[config.mk]
export PLATFORM = sky130hd
export DESIGN_NAME = pipe_hazard_ctrl
export DESIGN_NICKNAME = d
export VERILOG_FILES = /design/src/rtl/pipe_pkg.sv /design/src/rtl/pipe_hazard_ctrl_sat_counter.sv /design/src/rtl/pipe_hazard_ctrl.sv
export SDC_FILE = /design/constraint.sdc
export NUM_CORES = 1
export LEC_CHECK = 0
export ABC_AREA = 0
export CAP_MARGIN = 0
export CORE_MARGIN = 10
export CORE_UTILIZATION = 30
export CTS_CLUSTER_DIAMETER = 50
export CTS_CLUSTER_SIZE = 40
export DETAILED_ROUTE_END_ITERATION = 12
export PLACE_DENSITY_LB_ADDON = 0.12
export SYNTH_ARGS = -nofsm -noshare
export SYNTH_HDL_FRONTEND = slang
export SYNTH_HIERARCHICAL = 1
export SYNTH_SLANG_ARGS = --single-unit
[constraint.sdc]
create_clock -name clk -period 6.3 [get_ports clk]
set_input_delay 1.26 -clock clk [delete_from_list [all_inputs] [get_ports clk]]
set_output_delay 1.26 -clock clk [all_outputs]
set_load 0.02 [all_outputs]
[src/rtl/pipe_pkg.sv]
// Shared types and constants for the 5-stage pipeline hazard controller.
package pipe_pkg;

  localparam int REG_AW = 5;

  // MIPS-style NOP (sll $0,$0,0) loaded into IF_ID on a flush
  localparam logic [31:0] NOP_INSTR = 32'h0000_0000;

  typedef enum logic [1:0] {
    RUN   = 2'd0,
    STALL = 2'd1,
    FLUSH = 2'd2
  } state_e;

  typedef struct packed {
    logic              valid;
    logic [REG_AW-1:0] addr;
  } sb_entry_t;

  function automatic logic sb_hit(input sb_entry_t e, input logic [REG_AW-1:0] a);
    return e.valid && (e.addr == a);
  endfunction

endpackage

[src/rtl/pipe_hazard_ctrl_sat_counter.sv]
// Saturating up-counter; holds at all-ones once reached.
module sat_counter #(
  parameter int W = 16
) (
  input  logic         clk,
  input  logic         rst_n,
  input  logic         inc,
  output logic [W-1:0] count
);

  logic [W-1:0] count_q, count_d;

  always_comb begin
    count_d = count_q;
    if (inc && (count_q != '1)) count_d = count_q + W'(1);
  end

  always_ff @(posedge clk) begin
    if (!rst_n) count_q <= '0;
    else        count_q <= count_d;
  end

  assign count = count_q;

endmodule

[src/rtl/pipe_hazard_ctrl.sv]
// Hazard/sequencing controller: RAW stall against an EX/MEM/WB destination
// scoreboard, taken-branch flush from MEM, and stall/flush statistics.
//
//   state | meaning
//   RUN   | pipeline advancing normally
//   STALL | previous cycle held IF/ID on a RAW hazard
//   FLUSH | previous cycle squashed the three younger instructions
module pipe_hazard_ctrl
  import pipe_pkg::*;
#(
  parameter int REG_AW    = pipe_pkg::REG_AW,
  parameter int CNT_W     = 16,
  parameter int MAX_STALL = 3
) (
  input  logic              clk,
  input  logic              rst_n,
  input  logic              id_valid,
  input  logic [REG_AW-1:0] id_rs,
  input  logic [REG_AW-1:0] id_rt,
  input  logic              id_uses_rt,
  input  logic [REG_AW-1:0] id_rd,
  input  logic              id_reg_write,
  input  logic              pcsrc_mem,
  output logic              pc_en,
  output logic              if_id_en,
  output logic              if_id_flush,
  output logic              id_ex_bubble,
  output logic              ex_mem_flush,
  output logic              stall,
  output logic [1:0]        state,
  output logic [CNT_W-1:0]  stall_cnt,
  output logic [CNT_W-1:0]  flush_cnt,
  output logic              err_sticky
);

  localparam int RUN_W = $clog2(MAX_STALL + 2);

  sb_entry_t        sb_ex_q, sb_ex_d;
  sb_entry_t        sb_mem_q, sb_mem_d;
  sb_entry_t        sb_wb_q;
  state_e           state_q, state_d;
  logic [RUN_W-1:0] run_q, run_d;
  logic             err_q, err_d;
  logic             rs_hit, rt_hit, raw;

  // No forwarding and no write-through: any in-flight match must wait out WB.
  always_comb begin
    rs_hit = (id_rs != '0) &&
             (sb_hit(sb_ex_q, id_rs) || sb_hit(sb_mem_q, id_rs) || sb_hit(sb_wb_q, id_rs));
    rt_hit = id_uses_rt && (id_rt != '0) &&
             (sb_hit(sb_ex_q, id_rt) || sb_hit(sb_mem_q, id_rt) || sb_hit(sb_wb_q, id_rt));
    raw    = id_valid && !pcsrc_mem && (rs_hit || rt_hit);
  end

  always_comb begin
    sb_ex_d  = '0;
    sb_mem_d = '0;
    if (!pcsrc_mem) begin
      sb_mem_d = sb_ex_q;
      if (id_valid && !raw) begin
        sb_ex_d.valid = id_reg_write && (id_rd != '0);
        sb_ex_d.addr  = id_rd;
      end
    end
  end

  always_comb begin
    state_d = state_q;
    if (pcsrc_mem) state_d = FLUSH;
    else if (raw)  state_d = STALL;
    else           state_d = RUN;
  end

  always_comb begin
    run_d = '0;
    if (raw) run_d = (run_q == RUN_W'(MAX_STALL + 1)) ? run_q : run_q + RUN_W'(1);
    err_d = err_q || (raw && (run_q == RUN_W'(MAX_STALL)));
  end

  always_ff @(posedge clk) begin
    if (!rst_n) begin
      sb_ex_q  <= '0;
      sb_mem_q <= '0;
      sb_wb_q  <= '0;
      state_q  <= RUN;
      run_q    <= '0;
      err_q    <= 1'b0;
    end else begin
      sb_ex_q  <= sb_ex_d;
      sb_mem_q <= sb_mem_d;
      sb_wb_q  <= sb_mem_q;
      state_q  <= state_d;
      run_q    <= run_d;
      err_q    <= err_d;
    end
  end

  sat_counter #(.W(CNT_W)) u_stall_cnt (
    .clk   (clk),
    .rst_n (rst_n),
    .inc   (raw),
    .count (stall_cnt)
  );

  sat_counter #(.W(CNT_W)) u_flush_cnt (
    .clk   (clk),
    .rst_n (rst_n),
    .inc   (pcsrc_mem),
    .count (flush_cnt)
  );

  assign stall        = raw;
  assign pc_en        = !raw;
  assign if_id_en     = !raw;
  assign id_ex_bubble = raw || pcsrc_mem;
  assign if_id_flush  = pcsrc_mem;
  assign ex_mem_flush = pcsrc_mem;
  assign state        = state_q;
  assign err_sticky   = err_q;

endmodule

==> flow_summary.json, run 1 <==
{
  "synthArstFlopShare": 0,
  "critPathKind": "primary input to output port",
  "worst_slew_pin_slew_ns": 0.657,
  "ys.flop_type": "dfxtp_1",
  "dp.cells": 515,
  "end_kind": "output port",
  "row_count": 36,
  "n_fill_cell": 999,
  "root_buffer": "clkbuf_8",
  "place_congestion": 0.815,
  "ctsResizeCount": 0,
  "grt_max_degree": 22,
  "synth_enable_flop_cells": 0,
  "wl_per_cell_um": 14.8,
  "setup_viol": 0,
  "r2r_cells": 9,
  "worstPathArrival_ns": 3.75,
  "coreArea_sq_um": 9680,
  "drive_gt1_frac": 0.0564,
  "regToRegStartpoint": "sb_mem_q[2]",
  "synth_nets": 351,
  "grt_pass1_vias": 2679,
  "pin_count": 62,
  "final_util": 0.396,
  "yosys_warnings": 6,
  "vias_per_cell": 4.99,
  "antenna_left": 0,
  "min_path_cells": 1,
  "post_cts_buffers": 0,
  "cts_buffers": 5,
  "layout_min_cycle_time_ns": 5.01,
  "cts.htree.levels": 2,
  "hold_class": "flip-flop to flip-flop",
  "r2r_end": "u_stall_cnt/count[13]",
  "start_util": 0.306,
  "hold_end": "sb_mem_q[5]",
  "gr-usage-all-layers": 0.110,
  "setup_slack_ns": 1.29,
  "synthToLayoutAreaGrowth_pct": 29.6,
  "r2r_slack_ns": 3.64,
  "power_density_nw_per_um2": 175,
  "max_freq_mhz": 200,
  "wl_um": 7760,
  "synth_cell_types": 45,
  "drc_errors": 0,
  "vias": 2611,
  "startpoint_type": "primary input",
  "synthesis.area_sq_um": 2960,
  "clkLatencyLatePin_ns": 0.31,
  "critPathMaxFanout": 12,
  "fin_cells": 523,
  "drtIter0Drc": 97,
  "synth.avg_cell_area_sq_um": 9.10,
  "outcome": "finished clean",
  "clk_pin_slew_worst_paths_ns": 0.10,
  "worstHoldStart": "sb_ex_q[5]",
  "irDropWorstVdd_mv": 0.0789,
  "ys_ff_latch": 56,
  "portBuffers": 61,
  "first_pass_iters": 4,
  "die_h_um": 119,
  "leakagePower_nw": 1.30,
  "grt_overflow_total": 0,
  "design.die.area_sq_um": 14200,
  "power.total_uw": 671,
  "setup_tns_ns": 0,
  "antenna_found_initial": 0,
  "cts_buffer_depth": 2,
  "slew_violations": 0,
  "die_w_um": 119,
  "cts.sinks": 56,
  "rsz0062_at_grt": "no",
  "grt_first_pass_wirelength_um": 13200,
  "diodes": 0,
  "cts_tree": "yes",
  "nets": 415,
  "dp_slack_ns": 1.24,
  "worstPathRequired_ns": 5.04,
  "max_slew_margin": 0.561,
  "cap_viol_max_count": 0,
  "ctsHoldBuffers": 0,
  "dp_hpwl_um": 5930,
  "skew_ns": 0.00790,
  "synth-seq-area-share": 0.379,
  "finalCritPeriodShare": 0.795,
  "synthCells": 325,
  "hold_viol_final": 0
}
[worst max-delay path, stage by stage]
cell and delay [ns]:
clkdlybuf4s50_1 0.51, xor2_1 0.18, nor4_1 0.29, and3_1 0.25, o21bai_2 0.16, a211oi_1 0.28
buf_4 0.20, clkdlybuf4s50_1 0.61
[worst max-delay path by stage]
stage | slack [ns] | end | cells after the start | from
floorplan | 2.07 | stall | 6 | id_rt[2]
CTS | 1.24 | stall | 8 | id_rt[0]
global placement | 1.25 | stall | 8 | id_rt[0]
global route | 1.09 | stall | 8 | id_rt[0]
finish | 1.29 | stall | 8 | id_rt[2]
detailed placement | 1.24 | stall | 8 | id_rt[0]
[per-layer routing]
metal	wire length [um]	up-vias	global-route usage
li1	-	1335	-
met1	3690	1222	0.135
met2	3640	47	0.185
met3	334	7	0.0283
met4	93	0	0.0294
met5	0	-	0
[metrics by stage]
stage | instance area, sq um | hold WS (ns)
floorplan | 2960 | 0.436
global placement | 3710 | 0.497
detailed placement | 3710 | 0.500
CTS | 3840 | 0.502
global route | 3840 | 0.525
finish | 3840 | 0.506
[state kept, by name, indices dropped and copies added (netlist names)]
signal / cells
state: 2
sb_wb_q: 6
sb_mem_q: 6
err_sticky: 1
run_q: 3
sb_ex_q: 6
u_flush_cnt/count: 16
u_stall_cnt/count: 16
[Yosys cell counts (4+ instances only)]
master	n	area, sq um
or4_1	12	90.1
nand2b_1	4	25.0
nor3_1	6	30.0
nor4_1	10	62.6
nand2_1	28	105
and4bb_1	5	62.6
o31ai_1	10	75.1
o21ai_0	11	55.1
nand4_1	9	56.3
xor2_1	18	158
ha_1	5	62.6
or3_1	4	25.0
buf_4	5	37.5
nor2_1	13	48.8
and3_1	4	25.0
and2_1	13	81.3
xnor2_1	17	149
a21oi_1	19	95.1
dfxtp_1	56	1120
inv_1	13	48.8
mux2i_1	6	60.1
and4_1	6	52.6
o211ai_1	4	30.0
nand3_1	14	70.1
[power breakdown]
group          total, mW  switching (mW)  internal [mW]
registers          0.360         0.00316          0.357
logic             0.0531          0.0267         0.0264
clock network      0.258           0.117          0.140
total              0.671           0.147          0.524
[cells by family (layout without fill, tap and decap cells)]
group	count (synthesis)	in the layout	share of synthesized area
flops	56	56	0.379
xor+xnor	35	35	0.104
simple gates	142	142	0.306
compound gates	60	60	0.135
fa+ha+maj	5	5	0.0211
mux	6	6	0.0203
buf+inv	21	86	0.0355
[final cells by class]
class / count / area, sq um / share of cell area
clock buffer: 7 / 96.3 / 0.0251
clock inverter: 1 / 30.0 / 0.00783
inverter: 13 / 48.8 / 0.0127
multi-input combinational: 248 / 1730 / 0.452
sequential: 56 / 1120 / 0.292
tap: 133 / 166 / 0.0434
timing repair buffer: 65 / 641 / 0.167
[placed cells by master, fill, tap and decap left out, types with 2 or more instances in the layout]
cell type	Yosys	routed
clkdlybuf4s50_1	0	61
dfxtp_1	56	56
nand2_1	28	28
a21oi_1	19	19
xor2_1	18	18
xnor2_1	17	17
nand3_1	14	14
inv_1	13	13
nor2_1	13	13
and2_1	13	13
or4_1	12	12
o21ai_0	11	11
nor4_1	10	10
o31ai_1	10	10
nand4_1	9	9
clkbuf_8	0	7
nor3_1	6	6
and4_1	6	6
mux2i_1	6	6
and4bb_1	5	5
ha_1	5	5
and3_1	4	4
o211ai_1	4	4
buf_4	5	4
or3_1	4	4
nand2b_1	4	4
a211oi_1	2	2
a221oi_1	2	2
nand4_4	2	2
nor4_2	2	2
o41ai_1	2	2
nand3b_1	2	2
or3_4	2	2
nor3b_1	2	2
nor4bb_1	2	2
o211a_1	2	2
o311ai_0	2	2
No activity file was read; power rests on OpenSTA's default activity.
==> run 2: changes to the inputs <==
==> constraint.sdc (replaced) <==
create_clock -name clk -period 4.1 [get_ports clk]
set_input_delay 0.82 -clock clk [delete_from_list [all_inputs] [get_ports clk]]
set_output_delay 0.82 -clock clk [all_outputs]
set_load 0.02 [all_outputs]
==> flow_summary.json, run 2 (same netlist as run 1, synthesis figures left out) <==
{
  "cts.htree.levels": 2,
  "coreArea_sq_um": 9680,
  "max_freq_mhz": 257,
  "placed_area_sq_um": 3740,
  "hold_class": "flip-flop to flip-flop",
  "outcome": "finished clean",
  "clk_pin_slew_worst_paths_ns": 0.10,
  "grt_first_pass_wirelength_um": 13100,
  "ctsHoldBuffers": 0,
  "end_kind": "output port",
  "root_buffer": "clkbuf_8",
  "die_h_um": 119,
  "row_count": 36,
  "pin_count": 62,
  "drc_errors": 0,
  "cap_viol_max_count": 0,
  "critical-path-top-delay-family": "buffers and inverters",
  "grt_pass1_vias": 2591,
  "critPathMaxFanout": 4,
  "regToRegStartpoint": "sb_mem_q[2]",
  "place_congestion": 0.822,
  "vias_per_cell": 5.00,
  "portBuffers": 61,
  "worst_slew_pin_slew_ns": 0.645,
  "die_w_um": 119,
  "dp_slack_ns": -0.0605,
  "intPower_uw": 771,
  "final_common_cell": "clkdlybuf4s50_1",
  "critPathMostFrequentCell": "clkdlybuf4s50_1",
  "gr-usage-all-layers": 0.109,
  "antenna_left": 0,
  "drtIter0Drc": 116,
  "leakagePower_nw": 1.31,
  "setup_viol": 0,
  "max_stage_delay_ns": 0.66,
  "drive_gt1_frac": 0.0660,
  "worstHoldStart": "sb_mem_q[5]",
  "final_cell_mix": "60 x clkdlybuf4s50_1, 56 x dfxtp_1, 28 x nand2_1",
  "grt_max_degree": 22,
  "switching_share": 0.228,
  "finalCritPeriodShare": 0.951,
  "cp-startpoint": "id_rs[4]",
  "nets": 419,
  "power_density_nw_per_um2": 259,
  "setup_slack_ns": 0.203,
  "fin_area_sq_um": 3850,
  "wl_per_cell_um": 14.7,
  "slew_violations": 0,
  "cts.sinks": 56,
  "sequentialPowerShare": 0.554,
  "worstPathArrival_ns": 3.08,
  "clkLatencyLatePin_ns": 0.31,
  "cts_buffer_depth": 2,
  "grt_overflow_total": 0,
  "vias": 2634,
  "skew_ns": 0.00497,
  "cts_buffers": 5,
  "dp_hpwl_um": 5960,
  "wl_um": 7730,
  "setup_tns_ns": 0,
  "slowest_stage": "clkdlybuf4s50_1",
  "diodes": 0,
  "cp_num_buf_inv": 2,
  "pwr-share-clk": 0.364,
  "design.die.area_sq_um": 14200,
  "power_switching_uw": 228,
  "synthToLayoutAreaGrowth_pct": 30.1,
  "pwr-share-comb": 0.083,
  "first_pass_iters": 4,
  "startpoint_type": "primary input",
  "irDropWorstVdd_mv": 0.144,
  "layout_min_cycle_time_ns": 3.90,
  "rsz0062_at_grt": "no",
  "cts_tree": "yes",
  "antenna_found_initial": 0,
  "path_cells": "clkdlybuf4s50_1 > xor2_1 > nor4_1 > and3_1 > nor3_1 > o211ai_1 > clkdlybuf4s50_1",
  "hold_viol_final": 0,
  "max_slew_margin": 0.564,
  "critPathKind": "primary input to output port",
  "worstPathRequired_ns": 3.28,
  "hold_ws_ns": 0.503,
  "start_util": 0.306
}
## run 2: cell types whose count changed in the layout (fill, tap and decap cells not counted), sizes merged
cell / delta
buf: +4
clkinvlp: +1
dlygate4sd2: +1
clkdlybuf4s50: -1
clkinv: +1
clkbuf: -2
## run 2: layer usage
metal / wire (um) / global-route usage / vias up
met4: 81 / 0.0294 / 0
met1: 3620 / 0.138 / 1234
met5: 0 / 0 / -
li1: - / - / 1341
met2: 3610 / 0.177 / 51
met3: 421 / 0.0335 / 8
## run 2: cell type report
cell class                      count  area, sq um
Sequential cell                    56         1120
Tap cell                          133          166
Multi-Input combinational cell    248         1730
Clock inverter                      3         42.5
Clock buffer                        5         68.8
Inverter                           13         48.8
Timing Repair Buffer               69          669
Fill cell                        1000         5830
## run 2: worst paths after layout
kind	endpoint	slack [ns]	cells past startpoint
max reg2reg	u_stall_cnt/count[13]	1.46	9
max	id_ex_bubble	0.20	7
min	sb_wb_q[5]	0.50	1
min reg2reg	sb_wb_q[5]	0.50	1
## run 2: power groups by stage
stage | Clock (mW) | Sequential [mW] | Combinational, mW
2_1_floorplan | 0 | 0.567 | 0.0347
3_3_place_gp | 0 | 0.566 | 0.0834
3_5_place_dp | 0 | 0.566 | 0.0836
4_1_cts | 0.384 | 0.553 | 0.0840
5_1_grt | 0.405 | 0.554 | 0.0913
6_report | 0.363 | 0.553 | 0.0826
## run 2: what timing repair did
item                                    4_1_cts  5_1_grt
endpoints found under the hold margin         0        0
gates resized for setup                       1        0
buffers inserted                              0        0
endpoints found under the setup margin        1        0
## run 2: metrics by stage
| stage | instances | utilization | power [mW] |
|---|---|---|---|
| after floorplan | 325 | - | 0.602 |
| after global placement | 519 | 0.386 | 0.649 |
| after detailed placement | 519 | 0.386 | 0.649 |
| after CTS | 527 | 0.398 | 1.02 |
| after global routing | 527 | 0.398 | 1.05 |
| final | 527 | 0.398 | 0.999 |
==> run 3: changes to the inputs <==
--- a/config.mk
+++ b/config.mk
@@ -6,7 +6,7 @@
 export NUM_CORES = 1
 export LEC_CHECK = 0
 export ABC_AREA = 0
-export CAP_MARGIN = 0
+export CAP_MARGIN = 25
 export CORE_MARGIN = 10
 export CORE_UTILIZATION = 30
 export CTS_CLUSTER_DIAMETER = 50
==> results of run 3 <==
Same layout as run 2: the final DEF is identical, and so are final timing and power.
==> patch 1 (settings of run 1) <==
Register the output `flush_cnt`, cleared by the reset; this adds one clock of latency there. The other outputs are not delayed to match.
--- a/src/rtl/pipe_hazard_ctrl.sv
+++ b/src/rtl/pipe_hazard_ctrl.sv
@@ -35,4 +35,6 @@
 
   localparam int RUN_W = $clog2(MAX_STALL + 2);
+
+  logic [CNT_W-1:0] flush_cnt_d;
 
   sb_entry_t        sb_ex_q, sb_ex_d;
@@ -107,5 +109,5 @@
     .rst_n (rst_n),
     .inc   (pcsrc_mem),
-    .count (flush_cnt)
+    .count (flush_cnt_d)
   );
 
@@ -119,4 +121,12 @@
   assign err_sticky   = err_q;
 
+  always_ff @(posedge clk) begin
+    if (!rst_n) begin
+      flush_cnt <= '0;
+    end else begin
+      flush_cnt <= flush_cnt_d;
+    end
+  end
+
 endmodule
 
Check against the original RTL: not equivalent (a bounded check fails within 4 cycles, from zero or initial values and one cycle with rst_n low).
==> patch 1 against run 1 <==
- power is 48% higher
- worst hold slack got worse by 49 ps
- synthesized area increased by 15%
- highest routed layer unchanged
- sequential cell count increased by 16
- utilization increased by 0.78 points
- routed wire length is 9.7% higher
- design area increased by 16%
- worst setup slack worse by 19 ps
- largest power group is now clock
==> patch 1: results (changes against run 1) <==
cp-startpoint: "id_rs[0]"
synth-xor-area-share_pct: 8.97  # -1.4 points
holdPathStages: 2  # +1
cts_buffers: 9  # +4
gp_congestion: 0.838  # +2.8%
ctsHtreeMaxLevel: 3  # +1
wirelength_met1_um: 3850  # +4.3%
fin_nets: 453  # +9.2%
synth-compound-area-share_pct: 11.9  # -1.6 points
reg2reg_from: "sb_mem_q[4]$_SDFF_PP0_"
clk_pin_slew_ps: 50  # -50 ps
drtPass1Iterations: 4  # unchanged
post_drt_wl_per_cell_um: 14.9  # +0.70%
synth_common_cells: "72 x dfxtp_1, 29 x and2_1, 26 x nand2_1, 19 x a21oi_1, 19 x xnor2_1"
rr_endpoint: "u_stall_cnt/count[6]$_SDFFE_PN0P_"
regToRegSetupSlack_ps: 3660  # +20 ps
grt_usage_pct: 10.8  # -0.15 points
placed_cell_area_um2: 4160  # +12%
synth.area.mux_share_pct: 1.76  # -0.27 points
finalNonFillerCells: 570  # +9.0%
synthTopCellsByArea: "dfxtp_1 42%, and2_1 5.3%, xnor2_1 4.9%"
drtIter0Drc: 220  # +130%
grt_max_degree: 38  # +73%
tightest_slew_ps: 720  # +63.7 ps
synth_fa_ha_area_share_pct: 1.83  # -0.28 points
dp.cells: 556  # +8.0%
clockBufferDepth: 2  # unchanged
ff2ff_path_depth: 11  # +2
leakage_nw: 1.57  # +20%
worstSkewPairLatency_ps: 330  # +20 ps
antenna_cells: 0  # unchanged
status: "completed"
ir_drop_v: 0.000120  # +52%
worstPathMaxFanout: 12  # unchanged
wl_met3_um: 730  # +120%
ys_seq_area_share_pct: 42.2  # +4.3 points
antenna_found_initial: 0  # unchanged
synth_nets: 388  # +11%
grt_pass1_wl_um: 14400  # +8.4%
synthCells: 362  # +11%
dp_hpwl_um: 6200  # +4.5%
async_flop_share_pct: 0  # unchanged
synth_cell_types: 48  # +6.7%
crit_path_end: "stall"
postCtsSetupBuffers: 0  # unchanged
clock_skew_ps: 5.61  # -2.29 ps
cts-root-buf: "clkbuf_16"
drive_gt1_share_pct: 7.44  # +1.8 points
wl_met2_um: 3830  # +5.3%
top_layer: "met4"
vias: 2820  # +8.0%
==> patch 1: worst min path at each step <==
stage                                        end  slack (ps)             startpoint
after global routing       err_sticky$_SDFF_PN0_         500  err_sticky$_SDFF_PN0_
after detailed placement   err_sticky$_SDFF_PN0_         450  err_sticky$_SDFF_PN0_
after global placement     err_sticky$_SDFF_PN0_         450  err_sticky$_SDFF_PN0_
final                      err_sticky$_SDFF_PN0_         460  err_sticky$_SDFF_PN0_
after CTS                  err_sticky$_SDFF_PN0_         470  err_sticky$_SDFF_PN0_
after floorplan           sb_mem_q[5]$_SDFF_PP0_         440  sb_ex_q[5]$_SDFF_PP0_
==> patch 1: critical path, cell delays in order <==
cell	delay [ps]
clkdlybuf4s50_1	640
xnor2_1	160
nand4_1	170
o22ai_2	200
o22ai_1	120
buf_4	180
a211oi_1	230
buf_4	200
clkdlybuf4s50_1	610
==> patch 1: report_power, final <==
group          internal [mW]  total, mW  switching [mW]  leakage, nW
sequential             0.459      0.463         0.00356        0.581
combinational         0.0266     0.0540          0.0274        0.849
clock                  0.295      0.474           0.180        0.135
==> patch 1: cell families after synthesis <==
logic type,Yosys count
AND/OR/NAND/NOR,155
XOR/XNOR,35
buffers and inverters,30
AO/OA/AOI/OAI,59
multiplexers,6
flip-flops,72
adder cells (fa/ha/maj),5
==> patch 1: final cells by class <==
class	count	area, µm²
multi-input cells	260	1830
flip-flops and latches	72	1440
well taps	140	175
repair buffers	66	648
fillers	1121	6550
inverters	18	67.6
clock buffers	14	274
==> patch 1: layer usage <==
metal	track usage [%]	up-vias
met5	0	-
met4	3.42	0
li1	-	1444
met1	13.1	1302
met3	5.08	9
met2	16.6	65
==> patch 1: through the flow <==
step                setup WS, ps  hold slack [ps]  utilization (%)
global placement            1270              449             37.9
floorplan                   1980              444                -
detailed placement          1290              453             37.9
finish                      1270              457             40.4
CTS                         1270              466             40.4
global route                1060              497             40.4
==> patch 2 (config.mk and constraints of run 1) <==
Without the edit above. The parameter `MAX_STALL` goes from 3 to 5.
--- a/src/rtl/pipe_hazard_ctrl.sv
+++ b/src/rtl/pipe_hazard_ctrl.sv
@@ -11,5 +11,5 @@
   parameter int REG_AW    = pipe_pkg::REG_AW,
   parameter int CNT_W     = 16,
-  parameter int MAX_STALL = 3
+  parameter int MAX_STALL = 5
 ) (
   input  logic              clk,
Check against the original RTL: same outputs for any inputs over 10 cycles, from zero or initial values and one cycle with rst_n low; that may be too few to reach the edited logic, so the function may still have changed.
==> patch 2 against run 1 <==
- cell count decreased by 2.5%
- worst setup slack got worse by 89 ps
- routed wire length decreased by 2.3%
- synthesized area decreased by 2.9%
- combinational power decreased by 5.6%
- design area decreased by 3.5%
- power decreased by 8.9%
- sequential cell count unchanged
- critical path type unchanged
- largest power group unchanged
==> patch 2: results (changes against run 1) <==
ctsResizeCount: 0  # unchanged
grt_max_degree: 22  # unchanged
clockBufferDepth: 2  # unchanged
ys_dominant_reg_cell: "dfxtp_1"
worstPathMaxFanout: 14  # +2
crit_arrival_ps: 3840  # +90 ps
crit_slowest_cell: "clkdlybuf4s50_1"
clock_skew_ps: 8.25  # +0.348 ps
gp_congestion: 0.933  # +15%
cts-root-buf: "clkbuf_8"
critical-path-max-stage-delay_ps: 620
grt_pass1_wl_um: 12800  # -3.6%
antenna_found_initial: 0  # unchanged
synth_cell_types: 41  # -8.9%
leakage_nw: 1.28  # -1.6%
drive_gt1_share_pct: 6.82  # +1.2 points
worstSkewPairLatency_ps: 300
ctsHtreeMaxLevel: 2  # unchanged
synthCells: 317  # -2.5%
drtPass1Iterations: 4  # unchanged
finalNonFillerCells: 510  # -2.5%
worst_hold_path_type: "reg -> reg"
postCtsSetupBuffers: 0  # unchanged
synth_common_cells: "56 x dfxtp_1, 26 x xor2_1, 25 x nand2_1, 21 x nand3_1, 18 x a21oi_1"
swShare_pct: 23.2  # +1.3 points
slew_headroom_pct: 52.4  # -3.7 points
synthTopCellsByArea: "dfxtp_1 39%, xor2_1 7.9%, nand3_1 3.7%"
vias: 2480  # -5.0%
powerSeq_uw: 360  # about the same
synth_nets: 343  # -2.3%
status: "completed"
ys_warn_count: 6  # unchanged
ir_drop_v: 0.0000842  # +6.8%
cts_buffers: 5  # unchanged
fin_nets: 406  # -2.2%
portBuffers: 61  # unchanged
async_flop_share_pct: 0  # unchanged
dp.cells: 502  # -2.5%
p_comb_share_pct: 8.2  # +0.3 points
grt_pass1_vias: 2508  # -6.4%
drtIter0Drc: 49  # -49%
antenna_cells: 0  # unchanged
grt_usage_pct: 10.9  # -0.092 points
dp_hpwl_um: 5740  # -3.1%
clk_pin_slew_ps: 90
crit_family: "buffers and inverters"
ys_seq_area_share_pct: 39.0  # +1.1 points
post_drt_wl_per_cell_um: 14.9  # +0.17%
[patch 2: cell types whose count changed after synthesis, moves of 3 or more]
| cell | delta |
|---|---|
| and3_1 | -4 |
| xnor2_1 | -8 |
| and3_2 | +5 |
| nand3_1 | +7 |
| nand4_1 | -3 |
| xor2_1 | +8 |
| and4bb_1 | -5 |
| nand2_1 | -3 |
[patch 2: cell families after synthesis]
logic type      after synthesis  synth area share, %
flops                        56                 39.0
buf+inv                      19                 3.40
mux                           6                 2.09
fa+ha+maj                     5                 2.18
xor+xnor                     35                 10.7
compound gates               50                 11.7
simple gates                146                 31.0
[patch 2: area by class of cell]
class	count	area [µm²]
clock buffer	6	82.6
clock inverter	2	10.0
fill	962	5580
inverter	11	41.3
multi-input combinational	242	1650
sequential	56	1120
tap	129	161
timing repair buffer	64	633
[patch 2: path summary, 6_finish.rpt]
check / startpoint / endpoint / slack [ps] / cells past startpoint
worst max-delay path: id_rt[0] / stall / 1200 / 9
worst min-delay path: err_sticky$_SDFF_PN0_ / err_sticky$_SDFF_PN0_ / 490 / 2
worst max register to register: sb_wb_q[3]$_SDFF_PN0_ / u_stall_cnt/count[7]$_SDFFE_PN0P_ / 3590 / 10
worst min register to register: err_sticky$_SDFF_PN0_ / err_sticky$_SDFF_PN0_ / 490 / 2
[patch 2: per-layer routing]
layer	part of all wire [%]	vias up	track usage [%]
met3	3.4	5	2.64
met1	47	1147	13.0
met5	0	-	0
met2	49	43	19.0
met4	0.96	0	2.70
li1	-	1285	-
[patch 2: per-stage QoR]
step	setup WS, ps	power (mW)	cell area, µm²
final	1200	0.611	3700
after global routing	854	0.643	3700
after CTS	1170	0.623	3700
after detailed placement	1190	0.419	3610
after global placement	1170	0.420	3610
after floorplan	2120	0.389	2870
